==> src/rtl/exec_unit_16bit.sv <==
// exec_unit_16bit: execute stage behind the 32x16 register file.
// Single-cycle ALU ops write back one cycle after accept with a WrEn pulse.
// Optional iterative shift-add multiply (opcode 9) is built only when the
// macro EXEC_MUL_EN is defined; otherwise opcode 9 is reported as illegal.
module exec_unit_16bit #(
  parameter int WIDTH  = 16,
  parameter int REG_AW = 5
) (
  input  logic              clk,
  input  logic              rst,
  input  logic              start,
  input  logic [3:0]        opcode,
  input  logic [REG_AW-1:0] Rw_in,
  input  logic [WIDTH-1:0]  busA,
  input  logic [WIDTH-1:0]  busB,
  output logic              busy,
  output logic [WIDTH-1:0]  busW,
  output logic [REG_AW-1:0] Rw,
  output logic              WrEn,
  output logic              flag_z,
  output logic              flag_n,
  output logic              flag_c,
  output logic              flag_v,
  output logic              illegal
);
  localparam int SW = $clog2(WIDTH);

  localparam logic [3:0] OP_ADD = 4'h0;
  localparam logic [3:0] OP_SUB = 4'h1;
  localparam logic [3:0] OP_AND = 4'h2;
  localparam logic [3:0] OP_OR  = 4'h3;
  localparam logic [3:0] OP_XOR = 4'h4;
  localparam logic [3:0] OP_SLL = 4'h5;
  localparam logic [3:0] OP_SRL = 4'h6;
  localparam logic [3:0] OP_SRA = 4'h7;
  localparam logic [3:0] OP_SLT = 4'h8;
  localparam logic [3:0] OP_MUL = 4'h9;

  logic              accept;
  logic [WIDTH:0]    sum;
  logic [WIDTH-1:0]  alu_r;
  logic              alu_c, alu_v, alu_ok;
  logic [SW-1:0]     shamt;

  logic [WIDTH-1:0]  busW_q, busW_d;
  logic [REG_AW-1:0] rw_q, rw_d;
  logic              wren_q, wren_d;
  logic              ill_q, ill_d;
  logic              fz_q, fz_d, fn_q, fn_d, fc_q, fc_d, fv_q, fv_d;

  assign accept = start && !busy;
  assign shamt  = busB[SW-1:0];

`ifdef EXEC_MUL_EN
  typedef enum logic [1:0] {S_IDLE, S_MUL, S_DONE} state_t;

  state_t              state_q, state_d;
  logic [SW-1:0]       cnt_q, cnt_d;
  logic [2*WIDTH-1:0]  acc_q, acc_d;
  logic [2*WIDTH-1:0]  mcand_q, mcand_d;
  logic [WIDTH-1:0]    mplier_q, mplier_d;
  logic [REG_AW-1:0]   rwp_q, rwp_d;
  logic [2*WIDTH-1:0]  prod;

  assign busy = (state_q == S_MUL);
  assign prod = acc_q + (mplier_q[0] ? mcand_q : '0);

  // Multiplier state: FSM, iteration counter and shift-add datapath
  always_ff @(posedge clk) begin
    if (rst) begin
      state_q  <= S_IDLE;
      cnt_q    <= '0;
      acc_q    <= '0;
      mcand_q  <= '0;
      mplier_q <= '0;
      rwp_q    <= '0;
    end else begin
      state_q  <= state_d;
      cnt_q    <= cnt_d;
      acc_q    <= acc_d;
      mcand_q  <= mcand_d;
      mplier_q <= mplier_d;
      rwp_q    <= rwp_d;
    end
  end
`else
  assign busy = 1'b0;
`endif

  // Single-cycle ALU result and arithmetic flags from the live operands
  always_comb begin
    sum    = '0;
    alu_r  = '0;
    alu_c  = 1'b0;
    alu_v  = 1'b0;
    alu_ok = 1'b1;
    case (opcode)
      OP_ADD: begin
        sum   = {1'b0, busA} + {1'b0, busB};
        alu_r = sum[WIDTH-1:0];
        alu_c = sum[WIDTH];
        alu_v = (busA[WIDTH-1] == busB[WIDTH-1]) && (alu_r[WIDTH-1] != busA[WIDTH-1]);
      end
      OP_SUB: begin
        // the 17th bit of the difference is the unsigned borrow
        sum   = {1'b0, busA} - {1'b0, busB};
        alu_r = sum[WIDTH-1:0];
        alu_c = sum[WIDTH];
        alu_v = (busA[WIDTH-1] != busB[WIDTH-1]) && (alu_r[WIDTH-1] != busA[WIDTH-1]);
      end
      OP_AND: alu_r = busA & busB;
      OP_OR:  alu_r = busA | busB;
      OP_XOR: alu_r = busA ^ busB;
      OP_SLL: alu_r = busA << shamt;
      OP_SRL: alu_r = busA >> shamt;
      OP_SRA: alu_r = $signed(busA) >>> shamt;
      OP_SLT: alu_r = {{(WIDTH-1){1'b0}}, ($signed(busA) < $signed(busB))};
`ifdef EXEC_MUL_EN
      OP_MUL: alu_ok = 1'b1;
`else
      OP_MUL: alu_ok = 1'b0;
`endif
      default: alu_ok = 1'b0;
    endcase
  end

  // Next-state: write-back registers, illegal pulse and multiply sequencing
  always_comb begin
    wren_d = 1'b0;
    ill_d  = 1'b0;
    busW_d = busW_q;
    rw_d   = rw_q;
    fz_d   = fz_q;
    fn_d   = fn_q;
    fc_d   = fc_q;
    fv_d   = fv_q;
`ifdef EXEC_MUL_EN
    state_d  = state_q;
    cnt_d    = cnt_q;
    acc_d    = acc_q;
    mcand_d  = mcand_q;
    mplier_d = mplier_q;
    rwp_d    = rwp_q;
    case (state_q)
      S_MUL: begin
        acc_d    = prod;
        mcand_d  = mcand_q << 1;
        mplier_d = mplier_q >> 1;
        cnt_d    = cnt_q + 1'b1;
        // last multiplier bit: register the product so WrEn lands in DONE
        if (cnt_q == SW'(WIDTH-1)) begin
          state_d = S_DONE;
          wren_d  = 1'b1;
          busW_d  = prod[WIDTH-1:0];
          rw_d    = rwp_q;
          fz_d    = (prod[WIDTH-1:0] == '0);
          fn_d    = prod[WIDTH-1];
          fc_d    = 1'b0;
          fv_d    = |prod[2*WIDTH-1:WIDTH];
        end
      end
      S_DONE:  state_d = S_IDLE;
      default: state_d = S_IDLE;
    endcase
`endif
    if (accept) begin
      if (!alu_ok) begin
        ill_d = 1'b1;
`ifdef EXEC_MUL_EN
      end else if (opcode == OP_MUL) begin
        state_d  = S_MUL;
        cnt_d    = '0;
        acc_d    = '0;
        mcand_d  = {{WIDTH{1'b0}}, busA};
        mplier_d = busB;
        rwp_d    = Rw_in;
`endif
      end else begin
        wren_d = 1'b1;
        busW_d = alu_r;
        rw_d   = Rw_in;
        fz_d   = (alu_r == '0);
        fn_d   = alu_r[WIDTH-1];
        fc_d   = alu_c;
        fv_d   = alu_v;
      end
    end
  end

  // Write-back port and flag registers
  always_ff @(posedge clk) begin
    if (rst) begin
      busW_q <= '0;
      rw_q   <= '0;
      wren_q <= 1'b0;
      ill_q  <= 1'b0;
      fz_q   <= 1'b0;
      fn_q   <= 1'b0;
      fc_q   <= 1'b0;
      fv_q   <= 1'b0;
    end else begin
      busW_q <= busW_d;
      rw_q   <= rw_d;
      wren_q <= wren_d;
      ill_q  <= ill_d;
      fz_q   <= fz_d;
      fn_q   <= fn_d;
      fc_q   <= fc_d;
      fv_q   <= fv_d;
    end
  end

  assign busW    = busW_q;
  assign Rw      = rw_q;
  assign WrEn    = wren_q;
  assign illegal = ill_q;
  assign flag_z  = fz_q;
  assign flag_n  = fn_q;
  assign flag_c  = fc_q;
  assign flag_v  = fv_q;

endmodule

==> config.mk <==
export PLATFORM = sky130hd
export DESIGN_NAME = exec_unit_16bit
export DESIGN_NICKNAME = d
export VERILOG_FILES = /design/src/rtl/exec_unit_16bit.sv
export SDC_FILE = /design/constraint.sdc
export NUM_CORES = 1
export LEC_CHECK = 0
export ABC_AREA = 1
export BUFFER_PORTS_ARGS = -buffer_cell sky130_fd_sc_hd__buf_4
export CORE_MARGIN = 2
export CORE_UTILIZATION = 40
export CTS_CLUSTER_SIZE = 20
export DETAILED_ROUTE_END_ITERATION = 10
export PLACE_DENSITY = 0.6
export SLEW_MARGIN = 20
export SYNTH_ARGS = -nofsm -noshare
export SYNTH_HDL_FRONTEND = slang
export SYNTH_SLANG_ARGS = --single-unit
==> constraint.sdc <==
create_clock -name clk -period 3.15 [get_ports clk]
set_input_delay 0.4725 -clock clk [delete_from_list [all_inputs] [get_ports clk]]
set_output_delay 0.4725 -clock clk [all_outputs]
set_load 0.01 [all_outputs]
After elaboration in Yosys (flattened, before gate mapping)
Index checks and enable logic that the tools add are counted.
Storage, ports and cells
  flip-flop bits (word level): 27
  output and inout bits: 28
Cells by class
  add/sub/neg operators: 2
  $lt $le $gt $ge: 1
  eq/ne operators: 12
  shift-type cells: 3
  mux-type cells: 6
  bitwise gates (word level): 4
  reduce and logical (&&, ||, !) cells: 7
Operators with widths (number)
  one-hot mux 16 bit (9 select lines): 1
  adder 16 x 16 -> 17 bit: 1
  subtractor 16 x 16 -> 17 bit: 1
  bitwise AND 16 bit: 1
  equality test 4 x 3 -> 1 bit, second input constant: 4
  logical NOT 16 bit: 1
  < comparator 16 bit: 1
  OR 16 bit: 1
  left shift 16 x 4 -> 16 bit: 1
  right shift 16 x 4 -> 16 bit: 1
  >>> shifter 16 x 4 -> 16 bit: 1
  bitwise XOR 16 bit: 1
  OR reduction 9 bit: 1
  equality test 4 x 2 -> 1 bit, second input constant: 2
  equality test 4 x 1 -> 1 bit, second input constant: 1
  equality test 4 bit, second input constant: 1
  logical NOT 4 bit: 1
  one-hot mux 1 bit (2 select lines): 2
  two-way mux 1 bit: 3
  inequality test 1 bit: 3
  logical AND 1 bit: 2
  AND reduction 2 bit: 1
  OR reduction 2 bit: 1
  equality test 1 bit: 1
  NOT 1 bit: 1

Longest topological paths before layout
  depth after elaboration: 4
  depth in mapped cells: 21

Worst setup path after synthesis
OpenSTA, ideal clock, no wires.
  path kind: input to register
  start: input busB[3]
  end: register fz_q, in the netlist flag_z
  setup time: 0.068 ns
  arrival time: 2.547 ns
  setup slack: 0.536 ns
  cell stages on the path: 18
  cell sequence: buf_2 -> clkinv_1 -> buf_4 -> ha_1 -> buf_4 -> nor2_1 -> nand2_1 -> inv_1 -> nand2_1 -> nand2_1 -> nand2_1 -> a21oi_1 -> nor2_1 -> nor2_2 -> nand3_1 -> nor2_1 -> nand3_1 -> a21oi_2
On the way
  word-level cells in the longest chain between the ends: 3
  elaborated cells between the ends (all ways): 11
  those cells by class: add/sub (2); order compare (1); shift (3); mux (1); bitwise (3); reduce/logical (1)
RTL lines
  start: declaration: RTL line 15  | input logic [WIDTH-1:0] busB,
  subtractor 16 x 16 -> 17 bit, or another cell as far along: RTL line 106  | sum = {1'b0, busA} - {1'b0, busB};
  one-hot mux 16 bit (9 select lines) (*): RTL line 97  | case (opcode)
  logical NOT 16 bit (*): RTL line 182  | fz_d = (alu_r == '0);
  end signal: assignment: RTL line 206  | fz_q <= fz_d;
  end: declaration: RTL line 49  | logic fz_q, fz_d, fn_q, fn_d, fc_q, fc_d, fv_q, fv_d;
Mark *: on every way between the ends. The rest lies on a longest branch, timed or not.
A chain may end at the register's enable or synchronous reset.

Worst setup path after layout
  start: input busA[0]
  end: register fz_q, in the netlist flag_z
On the way
  word-level cells in the longest chain between the ends: 3
  elaborated cells between the ends (all ways): 11
  those cells by class: add/sub (2); order compare (1); shift (3); mux (1); bitwise (3); reduce/logical (1)
RTL lines
  start: declaration: RTL line 14  | input logic [WIDTH-1:0] busA,
  subtractor 16 x 16 -> 17 bit, or another cell as far along: RTL line 106
  one-hot mux 16 bit (9 select lines) (*): RTL line 97
  logical NOT 16 bit (*): RTL line 182
Marks and branches as above.

==> results.py <==
metrics = {
    "logic_synthesis": {
        "synth_top_family_by_area": "simple AND/OR/NAND/NOR gates",
        "synth-compound-area-share_pct": 10.2,
        "yosys.area_share.simple_pct": 53.6,
        "synthArstFlopShare_pct": 0,
        "yosysSeqAreaShare_pct": 9.45,
        "synthMuxAreaShare_pct": 0,
        "syn_avg_cell_area_um2": 5.35,
        "syn_area_um2": 5510,
        "yosys_warnings": 0,
        "synth-xor-area-share_pct": 0.318,
        "synth_ff_type": "dfxtp_1",
        "synth-edff-count": 0,
        "ys_ff_latch": 26,
        "synthCells": 1029,
        "syn_nets": 1124,
        "synth.distinct_cells": 43,
        "synthAdderAreaFrac_pct": 11.9,
    },
    "timing": {
        "max_freq_mhz": 383,
        "setup_viol": 0,
        "maxSlewHeadroom_pct": 48.1,
        "fin_hold_ws_ns": 0.448,
        "finalSetupTns_ns": 0,
        "fin_ws_ns": 0.539,
        "rsz0062_at_grt": "no",
        "fin_worst_skew_ns": 0,
        "finalCritPeriodShare_pct": 82.9,
        "worst_slew_pin_slew_ns": 0.776,
        "slew_viol_final": 0,
        "min_period_ns": 2.61,
        "hold_viol": 0,
    },
    "routing": {
        "drt_wl_total_um": 19800,
        "wl_per_cell_um": 15.9,
        "route.met3.wl_um": 1460,
        "wl_met2_um": 9000,
        "drt_iter0_markers": 692,
        "vias": 6641,
        "drcViolationCount": 0,
        "met1_length_um": 8760,
        "viasPerCell": 5.31,
        "ant_nets": 0,
        "drt-pass1-iter-count": 6,
        "highest_layer": "met4",
    },
    "cts": {
        "htree_levels": 1,
        "post-cts-setup-buffer-count": 0,
        "cts_inserted_buffers": 3,
        "cts_tree": "yes",
        "cts_sinks": 26,
        "cts_buffer_depth": 2,
        "ctsResizeCount": 0,
        "path_clk_slew_ns": 0.06,
        "clock_latency_ns": 0.25,
        "cts-root-buf": "clkbuf_16",
        "hold_buffers": 0,
    },
    "cells_and_area": {
        "diodes": 0,
        "area_growth_syn_to_layout_pct": 12.3,
        "final_cell_area_um2": 6180,
        "nNetsFinal": 1170,
        "nFillCells": 1549,
        "layout-drive-gt1-share_pct": 13.2,
    },
    "setup_path": {
        "path_cells": "buf_4, inv_1, ha_1, fa_1, o21ai_1, nand3_1, nand2_1, nand2_1, nand3_1, nand3_1, nor2_1, nand3_1, nor2_1, nand3_1, a21oi_2",
        "slowest_delay_ns": 0.44,
        "critPathSlowestCell": "fa_1",
        "worstSetupEndpointType": "flip-flop",
        "worstPathRequired_ns": 3.35,
        "cp_common_cell": "nand3_1",
        "crit_arrival_ns": 2.81,
        "cp_max_fo": 5,
        "start_kind": "input pin",
        "critPathKind": "input pin to flip-flop",
    },
    "grt": {
        "first_global_vias": 6262,
        "track_usage_pct": 27.3,
        "grt_start_max_net_pins": 29,
        "overflow": 0,
        "grt_antenna_before_repair": 0,
        "grt_pass1_wl_um": 32000,
    },
    "power": {
        "power.density_nw_per_um2": 255,
        "ir_drop_uv": 254,
        "p_leak_nw": 3.58,
    },
    "placed_design": {
        "gp_congestion": 0.958,
        "pre_cts_ws_ns": 0.331,
        "placed_cell_area_um2": 6080,
        "dp_hpwl_um": 16200,
        "numPortBuffers": 70,
    },
    "min_path": {
        "min_path_type": "input pin to flip-flop",
    },
    "floorplanning": {
        "io_pins": 72,
        "rows": 42,
        "die-area_um2": 14700,
        "start_util_pct": 41.3,
        "core_um2": 13300,
        "dieHeight_um": 121,
        "die_width_um": 121,
    },
    "outcome": {
        "status": "finished clean",
    },
    "flow_run": {
        "max-cap-violations": 0,
    },
}
[cell families (layout without fill, tap and decap cells)]
group | after synthesis | in the layout
AO/OA/AOI/OAI | 100 | 100
XOR/XNOR | 2 | 2
adder cells (fa/ha/maj) | 51 | 51
buffers and inverters | 177 | 222
flip-flops | 26 | 26
other | 1 | 1
AND/OR/NAND/NOR | 672 | 672
[flip-flops by register name (all words and copies together), names as in the netlist]
signal and count:
flag_v 1, illegal 1, Rw 5, busW 16
flag_z 1, WrEn 1, flag_c 1
[cells in the mapped netlist, types with 9 or more instances]
| cell type | count | share of area, % |
|---|---|---|
| o21ai_0 | 37 | 3.4 |
| nand2_1 | 323 | 22 |
| nand4_1 | 9 | 1.0 |
| nand3_1 | 155 | 14 |
| buf_2 | 16 | 1.5 |
| nor2_1 | 126 | 8.6 |
| nor2_2 | 14 | 1.6 |
| buf_4 | 11 | 1.5 |
| nand2_2 | 10 | 1.1 |
| nor3_1 | 11 | 1.0 |
| ha_1 | 49 | 11 |
| a21oi_1 | 34 | 3.1 |
| dfxtp_1 | 26 | 9.4 |
| inv_1 | 122 | 8.3 |
[through the flow]
| step | instances | util (%) | power (mW) |
|---|---|---|---|
| after global placement | 1246 | 45.5 | 1.21 |
| after floorplan | 1029 | - | 0.949 |
| after CTS | 1250 | 46.3 | 1.58 |
| final | 1250 | 46.3 | 1.58 |
| after detailed placement | 1246 | 45.5 | 1.21 |
| after global routing | 1250 | 46.3 | 1.71 |
[report_power, final]
part           switching, mW  internal [mW]
registers             0.0114          0.352
logic                  0.563          0.292
clock network          0.106          0.252
[final cells by class]
cell class	instances	area [µm²]	share of cell area, %
clock buffers	3	75.1	1.21
clock inverters	1	30.0	0.486
inverters	134	505	8.17
multi-input cells	826	4190	67.8
flip-flops and latches	26	520	8.42
well taps	176	220	3.56
repair buffers	84	643	10.4
[critical path: cells and delay by family]
family                   cells  cell delay, ns
AND/OR/NAND/NOR              9            1.05
adder cells (fa/ha/maj)      2            0.69
AO/OA/AOI/OAI                2            0.38
buffers and inverters        2            0.22
[metal layers]
| layer | track usage (%) | vias to the layer above |
|---|---|---|
| met5 | 0 | - |
| li1 | - | 3366 |
| met3 | 2.91 | 34 |
| met4 | 9.27 | 0 |
| met1 | 36.3 | 2975 |
| met2 | 45.9 | 266 |
[placed cells by master, fill, tap and decap left out, types with 9 or more instances in the layout]
cell type    n
a21oi_1     34
nand2_1    323
ha_1        49
nand4_1      9
o21ai_0     37
nand3_1    155
buf_4       83
nor3_1      11
nor2_2      14
inv_1      122
nor2_1     126
dfxtp_1     26
nand2_2     10
[final timing paths]
check | slack [ns] | from | endpoint | depth (start not counted)
setup / recovery | 0.54 | busA[0] | flag_z | 15
hold reg to reg | 0.47 | flag_z | flag_z | 2
hold / removal | 0.45 | rst | flag_z | 2
setup reg to reg | 2.46 | busW[6] | busW[6] | 4
No activity file was read; power rests on OpenSTA's default activity.
